--- src/rtl/itcm_arbiter_if.sv ---
// Bus bundle between the core-side requesters / ITCM macro and the arbiter.
// The slave modport is the arbiter's view; master is the view of everything around it.
interface itcm_arbiter_if #(
    parameter int AW = 10
);
    logic          if_req;
    logic [AW-1:0] if_addr;
    logic          if_gnt;
    logic          if_rvalid;
    logic [31:0]   if_rdata;

    logic          ls_req;
    logic          ls_we;
    logic [3:0]    ls_be;
    logic [AW-1:0] ls_addr;
    logic [31:0]   ls_wdata;
    logic          ls_gnt;
    logic          ls_rvalid;
    logic [31:0]   ls_rdata;

    logic          mem_en;
    logic [3:0]    mem_we;
    logic [AW-1:0] mem_addr;
    logic [31:0]   mem_wdata;
    logic [31:0]   mem_rdata;

    modport slave (
        input  if_req, if_addr,
        output if_gnt, if_rvalid, if_rdata,
        input  ls_req, ls_we, ls_be, ls_addr, ls_wdata,
        output ls_gnt, ls_rvalid, ls_rdata,
        output mem_en, mem_we, mem_addr, mem_wdata,
        input  mem_rdata
    );

    modport master (
        output if_req, if_addr,
        input  if_gnt, if_rvalid, if_rdata,
        output ls_req, ls_we, ls_be, ls_addr, ls_wdata,
        input  ls_gnt, ls_rvalid, ls_rdata,
        input  mem_en, mem_we, mem_addr, mem_wdata,
        output mem_rdata
    );
endinterface

--- src/rtl/itcm_arbiter.sv ---
// Single-port ITCM arbiter: IF has priority, LS is force-granted after STARVE_MAX
// consecutive denied cycles. Combinational grant, fixed 1-cycle response.
module itcm_arbiter #(
    parameter int AW         = 10,
    parameter int STARVE_MAX = 4
) (
    input  logic          clk,
    input  logic          rst,
    itcm_arbiter_if.slave bus
);
    localparam logic [3:0] STARVE_LIM = 4'(STARVE_MAX);

    // LS writes are tracked separately so their ack never carries SRAM read data.
    typedef enum logic [1:0] {
        OWN_NONE  = 2'd0,
        OWN_IF    = 2'd1,
        OWN_LS_RD = 2'd2,
        OWN_LS_WR = 2'd3
    } owner_t;

    owner_t        owner_r;
    owner_t        owner_nxt_s;
    logic [3:0]    starve_r;
    logic [3:0]    starve_nxt_s;
    logic          if_gnt_s;
    logic          ls_gnt_s;
    logic          mem_en_s;
    logic [3:0]    mem_we_s;
    logic [AW-1:0] mem_addr_s;
    logic [31:0]   mem_wdata_s;
    logic          if_rvalid_s;
    logic          ls_rvalid_s;
    logic [31:0]   if_rdata_s;
    logic [31:0]   ls_rdata_s;

    // Grant selection: IF priority unless LS has hit the starvation limit.
    always_comb begin
        if_gnt_s = 1'b0;
        ls_gnt_s = 1'b0;
        if (rst) begin
            if_gnt_s = 1'b0;
            ls_gnt_s = 1'b0;
        end else if (bus.if_req && bus.ls_req) begin
            if (starve_r == STARVE_LIM) begin
                ls_gnt_s = 1'b1;
            end else begin
                if_gnt_s = 1'b1;
            end
        end else if (bus.if_req) begin
            if_gnt_s = 1'b1;
        end else if (bus.ls_req) begin
            ls_gnt_s = 1'b1;
        end else begin
            if_gnt_s = 1'b0;
            ls_gnt_s = 1'b0;
        end
    end

    // SRAM command mux driven from the granted port.
    always_comb begin
        mem_en_s    = if_gnt_s | ls_gnt_s;
        mem_we_s    = 4'b0000;
        mem_addr_s  = bus.if_addr;
        mem_wdata_s = 32'h0000_0000;
        if (ls_gnt_s) begin
            mem_addr_s  = bus.ls_addr;
            mem_wdata_s = bus.ls_wdata;
            mem_we_s    = bus.ls_we ? bus.ls_be : 4'b0000;
        end else begin
            mem_addr_s  = bus.if_addr;
            mem_wdata_s = 32'h0000_0000;
            mem_we_s    = 4'b0000;
        end
    end

    // Next owner and starvation counter (saturating, cleared when LS is served or idle).
    always_comb begin
        owner_nxt_s  = OWN_NONE;
        starve_nxt_s = 4'd0;
        if (if_gnt_s) begin
            owner_nxt_s = OWN_IF;
        end else if (ls_gnt_s) begin
            owner_nxt_s = bus.ls_we ? OWN_LS_WR : OWN_LS_RD;
        end else begin
            owner_nxt_s = OWN_NONE;
        end
        if (bus.ls_req && !ls_gnt_s) begin
            if (starve_r < STARVE_LIM) begin
                starve_nxt_s = starve_r + 4'd1;
            end else begin
                starve_nxt_s = starve_r;
            end
        end else begin
            starve_nxt_s = 4'd0;
        end
    end

    // State registers.
    always_ff @(posedge clk) begin
        if (rst) begin
            owner_r  <= OWN_NONE;
            starve_r <= 4'd0;
        end else begin
            owner_r  <= owner_nxt_s;
            starve_r <= starve_nxt_s;
        end
    end

    // Response decode; reset kills any response still in flight.
    always_comb begin
        if_rvalid_s = 1'b0;
        ls_rvalid_s = 1'b0;
        if_rdata_s  = 32'h0000_0000;
        ls_rdata_s  = 32'h0000_0000;
        if (rst) begin
            if_rvalid_s = 1'b0;
            ls_rvalid_s = 1'b0;
        end else begin
            case (owner_r)
                OWN_IF: begin
                    if_rvalid_s = 1'b1;
                    if_rdata_s  = bus.mem_rdata;
                end
                OWN_LS_RD: begin
                    ls_rvalid_s = 1'b1;
                    ls_rdata_s  = bus.mem_rdata;
                end
                OWN_LS_WR: begin
                    ls_rvalid_s = 1'b1;
                end
                default: begin
                    if_rvalid_s = 1'b0;
                    ls_rvalid_s = 1'b0;
                end
            endcase
        end
    end

    assign bus.if_gnt    = if_gnt_s;
    assign bus.ls_gnt    = ls_gnt_s;
    assign bus.mem_en    = mem_en_s;
    assign bus.mem_we    = mem_we_s;
    assign bus.mem_addr  = mem_addr_s;
    assign bus.mem_wdata = mem_wdata_s;
    assign bus.if_rvalid = if_rvalid_s;
    assign bus.ls_rvalid = ls_rvalid_s;
    assign bus.if_rdata  = if_rdata_s;
    assign bus.ls_rdata  = ls_rdata_s;
endmodule
--- src/flat_wrapper.sv ---
// flat-port wrapper written by rule: the top's interface ports become plain ports
module itcm_arbiter_flat 
#(
    parameter int AW         = 10,
    parameter int STARVE_MAX = 4
)
  (clk, rst, bus_if_req, bus_if_addr, bus_if_gnt, bus_if_rvalid, bus_if_rdata, bus_ls_req, bus_ls_we, bus_ls_be, bus_ls_addr, bus_ls_wdata, bus_ls_gnt, bus_ls_rvalid, bus_ls_rdata, bus_mem_en, bus_mem_we, bus_mem_addr, bus_mem_wdata, bus_mem_rdata);
  itcm_arbiter_if #(.AW(AW)) bus_i ();
  input  logic clk;
  input  logic rst;
  input wire logic [$bits(bus_i.if_req)-1:0] bus_if_req;
  input wire logic [$bits(bus_i.if_addr)-1:0] bus_if_addr;
  output wire logic [$bits(bus_i.if_gnt)-1:0] bus_if_gnt;
  output wire logic [$bits(bus_i.if_rvalid)-1:0] bus_if_rvalid;
  output wire logic [$bits(bus_i.if_rdata)-1:0] bus_if_rdata;
  input wire logic [$bits(bus_i.ls_req)-1:0] bus_ls_req;
  input wire logic [$bits(bus_i.ls_we)-1:0] bus_ls_we;
  input wire logic [$bits(bus_i.ls_be)-1:0] bus_ls_be;
  input wire logic [$bits(bus_i.ls_addr)-1:0] bus_ls_addr;
  input wire logic [$bits(bus_i.ls_wdata)-1:0] bus_ls_wdata;
  output wire logic [$bits(bus_i.ls_gnt)-1:0] bus_ls_gnt;
  output wire logic [$bits(bus_i.ls_rvalid)-1:0] bus_ls_rvalid;
  output wire logic [$bits(bus_i.ls_rdata)-1:0] bus_ls_rdata;
  output wire logic [$bits(bus_i.mem_en)-1:0] bus_mem_en;
  output wire logic [$bits(bus_i.mem_we)-1:0] bus_mem_we;
  output wire logic [$bits(bus_i.mem_addr)-1:0] bus_mem_addr;
  output wire logic [$bits(bus_i.mem_wdata)-1:0] bus_mem_wdata;
  input wire logic [$bits(bus_i.mem_rdata)-1:0] bus_mem_rdata;
  assign bus_i.if_req = bus_if_req;
  assign bus_i.if_addr = bus_if_addr;
  assign bus_if_gnt = bus_i.if_gnt;
  assign bus_if_rvalid = bus_i.if_rvalid;
  assign bus_if_rdata = bus_i.if_rdata;
  assign bus_i.ls_req = bus_ls_req;
  assign bus_i.ls_we = bus_ls_we;
  assign bus_i.ls_be = bus_ls_be;
  assign bus_i.ls_addr = bus_ls_addr;
  assign bus_i.ls_wdata = bus_ls_wdata;
  assign bus_ls_gnt = bus_i.ls_gnt;
  assign bus_ls_rvalid = bus_i.ls_rvalid;
  assign bus_ls_rdata = bus_i.ls_rdata;
  assign bus_mem_en = bus_i.mem_en;
  assign bus_mem_we = bus_i.mem_we;
  assign bus_mem_addr = bus_i.mem_addr;
  assign bus_mem_wdata = bus_i.mem_wdata;
  assign bus_i.mem_rdata = bus_mem_rdata;
  itcm_arbiter #(.AW(AW), .STARVE_MAX(STARVE_MAX)) u_core (.clk(clk), .rst(rst), .bus(bus_i));
endmodule
--- config.mk ---
export PLATFORM = sky130hd
export DESIGN_NAME = itcm_arbiter_flat
export DESIGN_NICKNAME = d
export VERILOG_FILES = /design/src/rtl/itcm_arbiter_if.sv /design/src/rtl/itcm_arbiter.sv /design/src/flat_wrapper.sv
export SDC_FILE = /design/constraint.sdc
export NUM_CORES = 1
export LEC_CHECK = 0
export CAP_MARGIN = 20
export CORE_AREA = 2 2 80 82
export DETAILED_ROUTE_END_ITERATION = 10
export DIE_AREA = 0 0 82 84
export PLACE_DENSITY = 0.74
export SLEW_MARGIN = 20
export SYNTH_ARGS = -nofsm -noshare
export SYNTH_HDL_FRONTEND = slang
export SYNTH_SLANG_ARGS = --single-unit
--- constraint.sdc ---
create_clock -name clk -period 1.6 [get_ports clk]
set_input_delay 0.16 -clock clk [delete_from_list [all_inputs] [get_ports clk]]
set_output_delay 0.16 -clock clk [all_outputs]
set_load 0.05 [all_outputs]
Word level (Yosys, flattened, before mapping)

Cells that the tools add are included.

Add/subtract/negate cells: 1
$lt $le $gt $ge: 1
Equality and inequality tests: 4
Mux-type cells: 24
Bitwise operators: 3
Reductions and logical operators: 6

Operator list:

| kind                                                        | number |
|---|---|
| 2-to-1 mux 32 bit                                           | 5 |
| 2-to-1 mux 1 bit                                            | 16 |
| 2-to-1 mux 10 bit                                           | 1 |
| 2-to-1 mux 4 bit                                            | 2 |
| adder 4 x 1 -> 4 bit (second input constant)                | 1 |
| == test 2 bit (second input constant)                       | 2 |
| == test 4 x 3 -> 1 bit (second input constant)              | 1 |
| less-than comparator 4 x 3 -> 1 bit (second input constant) | 1 |
| OR reduction 2 bit                                          | 2 |
| OR reduction 3 bit                                          | 1 |
| == test 2 x 1 -> 1 bit (second input constant)              | 1 |
| logical AND 1 bit                                           | 2 |
| inverter 1 bit                                              | 2 |
| logical NOT 1 bit                                           | 1 |
| bitwise OR 1 bit                                            | 1 |

Bits in registers: 6
Bits of input ports: 93
Output and inout port bits: 115

Logic depth before layout (Yosys ltp)

Gate-level depths: netlist of the first run.

Depth after elaboration: 8
Depth in mapped cells: 7
Gate-level depth less buffers: 5

Worst setup path after synthesis of the first run

No wires, ideal clock.

Kind: register -> output
Start: reg u_core.owner_r[1]
End: out bus_ls_rdata[10]
Arrival: 1998 ps
Path slack: -558 ps
Cell stages (with the launch flop): 5
Path through: dfxtp_1 -> nor2b_1 -> and2b_1 -> clkbuf_1 -> and2_1

Word-level cells in the longest chain between the ends: 3

RTL lines:

| what                     | line                | source |
|---|---|---|
| start: declaration       | itcm_arbiter.sv:21  | `owner_t owner_r;` |
| start signal: assignment | itcm_arbiter.sv:104 | `owner_r <= owner_nxt_s;` |
| == test 2 bit            | itcm_arbiter.sv:119 | `case (owner_r)` |
| 2-to-1 mux 32 bit        | itcm_arbiter.sv:119 |  |
| 2-to-1 mux 32 bit        | itcm_arbiter.sv:115 | `if (rst) begin` |
| end: declaration         | flat_wrapper.sv:23  | `output wire logic [$bits(bus_i.ls_rdata)-1:0] bus_ls_rdata;` |

No other way between the ends.

Worst setup path in the final report of the first run

Start: reg u_core.starve_r[0]
End: out bus_mem_addr[1]

Word-level cells in the longest chain between the ends: 5

RTL lines:

| what                     | line                | source |
|---|---|---|
| start: declaration       | itcm_arbiter.sv:23  | `logic [3:0] starve_r;` |
| start signal: assignment | itcm_arbiter.sv:105 | `starve_r <= starve_nxt_s;` |
| == test 4 x 3 -> 1 bit   | itcm_arbiter.sv:44  | `if (starve_r == STARVE_LIM) begin` |
| 2-to-1 mux 1 bit         | itcm_arbiter.sv:44  |  |
| 2-to-1 mux 1 bit         | itcm_arbiter.sv:43  | `end else if (bus.if_req && bus.ls_req) begin` |
| 2-to-1 mux 1 bit         | itcm_arbiter.sv:40  | `if (rst) begin` |
| 2-to-1 mux 10 bit        | itcm_arbiter.sv:65  | `if (ls_gnt_s) begin` |
| end: declaration         | flat_wrapper.sv:26  | `output wire logic [$bits(bus_i.mem_addr)-1:0] bus_mem_addr;` |

No other way between the ends.

==> impl_metrics.ini, run 1 <==
[logic_synthesis]
postSynthAreaPerCell_um2 = 7.13
synth-seq-area-share_pct = 10.9
synth.largest_area_cell = and2_1
syn_inst = 154
synth-compound-area-share_pct = 4.10
syn_area_um2 = 1100
synth-warning-count = 0
synth-seq-cells = 6
ys_types = 24
syn_nets = 249
synthMuxAreaShare_pct = 10.3
synthSimpleGateAreaFrac_pct = 64.4
synth_top_family_by_area = simple AND/OR/NAND/NOR gates
yosys.area_share.xor_xnor_pct = 0.797
synth_top_area_share_pct = 54.7
synthAdderAreaFrac_pct = 2.28
synth_area_leaders = and2_1 55%, dfxtp_1 11%, mux2_2 10%

[global_routing]
antenna_found_initial = 0
grt_pass1_wl_mm = 11.6
grtUsageTotal_pct = 21.9
grt_max_degree = 33
overflow = 0
grt_pass1_vias = 2016

[detailed_routing]
first_pass_iters = 6
vias = 1920
drtIter0Drc = 28
viasPerCell = 4.21
wl_per_cell_um = 16.9
ant_nets = 0
drc = 0
routed_wl_mm = 7.70

[finish]
fin_util_pct = 81.7
drive_gt1_share_pct = 64.9
final_nets = 476
final_area_um2 = 4980
areaGrowthSynthToFinish_pct = 353
antenna_cells = 0

[sta]
skew_ns = 0.000499
setup_ws_ns = -0.302
fin_tns_setup_ns = -11.42
period_share_pct = 119
hold_viol = 0
post-route-min-period_ns = 1.90
tightestPinTransition_ns = 0.264
fmax_ghz = 0.526
setup_viol = 48
slew_violations = 0
max_slew_margin_pct = 82.4
rsz0062_at_grt = true

[place]
gp_congestion = 0.811
place_ws_ns = -0.207
hpwl_mm = 6.02
port_buffers = 207
place_area_um2 = 4630

[pwr]
leakage_nw = 2.11
ir_worst_vdd_uv = 576
power_mw = 1.56
power.density_nw_per_um2 = 312

[hold_path]
worst_hold_path_type = input port to flip-flop

[setup_path]
worst-path-max-fanout = 20
worstPathRequired_ns = 1.44
crit_path_start_kind = flip-flop
cp.arrival_ns = 1.74
crit_type = flip-flop to output pin
end_kind = output pin

[job]
drv_cap = 0

[clocking]
cts.sinks = 6
cts_buffers = 3
clk_pin_slew_ns = 0.04
clock_path_buffers = 2
cts_tree = built
insertion_delay_ns = 0.22
htreeDepth = 1
cts-root-buf = clkbuf_8

[floorplan]
num_rows = 29
die_x_um = 82
core_area_um2 = 6100
die_y_um = 84
pin_count = 208
start_util_pct = 18.0
dieArea_um2 = 6890

[status]
outcome = complete, but fails checks
failed_checks = setup timing
-- worst paths after layout --
kind / from / cells after the start / to / slack, ns
hold reg to reg: u_core.starve_r[3] / 2 / u_core.starve_r[3] / 0.54
setup reg to reg: u_core.starve_r[0] / 10 / u_core.owner_r[0] / -0.04
hold / removal: rst / 3 / u_core.owner_r[1] / 0.45
setup / recovery: u_core.starve_r[0] / 7 / bus_mem_addr[1] / -0.30
-- routing by layer --
layer / global-route usage (%) / vias to the layer above / part of all wire, %
li1: - / 933 / -
met3: 5.09 / 12 / 7.4
met2: 41.9 / 84 / 57
met5: 0 / - / 0
met1: 23.7 / 891 / 34
met4: 4.24 / 0 / 1.8
-- cell usage in the layout (no fill, tap or decap), drive strengths merged, types with 3 or more instances in the layout --
cell type	count
a21oi	4
and2	96
and3	4
buf	140
clkbuf	4
clkdlybuf4s50	91
dfxtp	6
inv	3
mux2	10
nor2	6
-- area by class of cell --
class / count / area, um^2
inverter: 3 / 11.3
fill: 324 / 1110
multi-input combinational: 134 / 1130
sequential: 6 / 124
tap: 77 / 96.3
clock buffer: 3 / 41.3
timing repair buffer: 233 / 3580
-- synth_stat cells, drive strengths merged --
master and number:
nor3b 1, nand4b 1, a21o 1, and2b 1
clkbuf 6, o21ai 1, mux2 10, and3 4
nand2 1, nand2b 2, nor2b 1, ha 2
dfxtp 6, inv 3, nand3b 1, buf 5
and2 96, xnor2 1, nor2 6, a41oi 1
a21oi 4
-- worst max-delay path: stages, from the launching register on --
cell	delay, ns
dfxtp_2	0.32
inv_2	0.06
ha_4	0.13
nand3b_1	0.13
a21oi_4	0.20
buf_12	0.19
mux2_4	0.33
buf_12	0.15
-- timing repair --
item,4_1_cts,5_1_grt
setup endpoints to repair,111,66
cloned,3,1
setup buffers,7,2
hold endpoints to repair,0,0
pin swaps,28,10
hold buffers,0,0
resized for setup,57,2
-- kinds of logic after synthesis --
| group | after synthesis |
|---|---|
| compound gates | 7 |
| mux | 10 |
| simple gates | 114 |
| xor+xnor | 1 |
| buf+inv | 14 |
| flops | 6 |
| fa+ha+maj | 2 |
-- power breakdown --
group	total (mW)	internal, mW	switching (mW)
registers	0.158	0.155	0.00271
logic	1.17	0.661	0.507
clock network	0.229	0.162	0.0675
-- flip-flops by register name, summed over array words and instances (netlist names) --
name and cells:
u_core.owner_r 2, u_core.starve_r 4
-- through the flow --
| step | hold WS, ns | std cells |
|---|---|---|
| 2_1_floorplan | 0.252 | 154 |
| 3_3_place_gp | 0.506 | 441 |
| 3_5_place_dp | 0.517 | 441 |
| 4_1_cts | 0.456 | 454 |
| 5_1_grt | 0.489 | 456 |
| 6_report | 0.448 | 456 |
Power figures use the tool's default switching activity.
==> run 2, diff against run 1 <==
--- a/config.mk
+++ b/config.mk
@@ -7,6 +7,7 @@
 export LEC_CHECK = 0
 export CAP_MARGIN = 20
 export CORE_AREA = 2 2 80 82
+export CTS_BUF_LIST = sky130_fd_sc_hd__clkbuf_8 sky130_fd_sc_hd__clkbuf_16
 export DETAILED_ROUTE_END_ITERATION = 10
 export DIE_AREA = 0 0 82 84
 export PLACE_DENSITY = 0.74
==> results of run 2 <==
No change in the layout: final DEF, timing and power equal those of run 1.
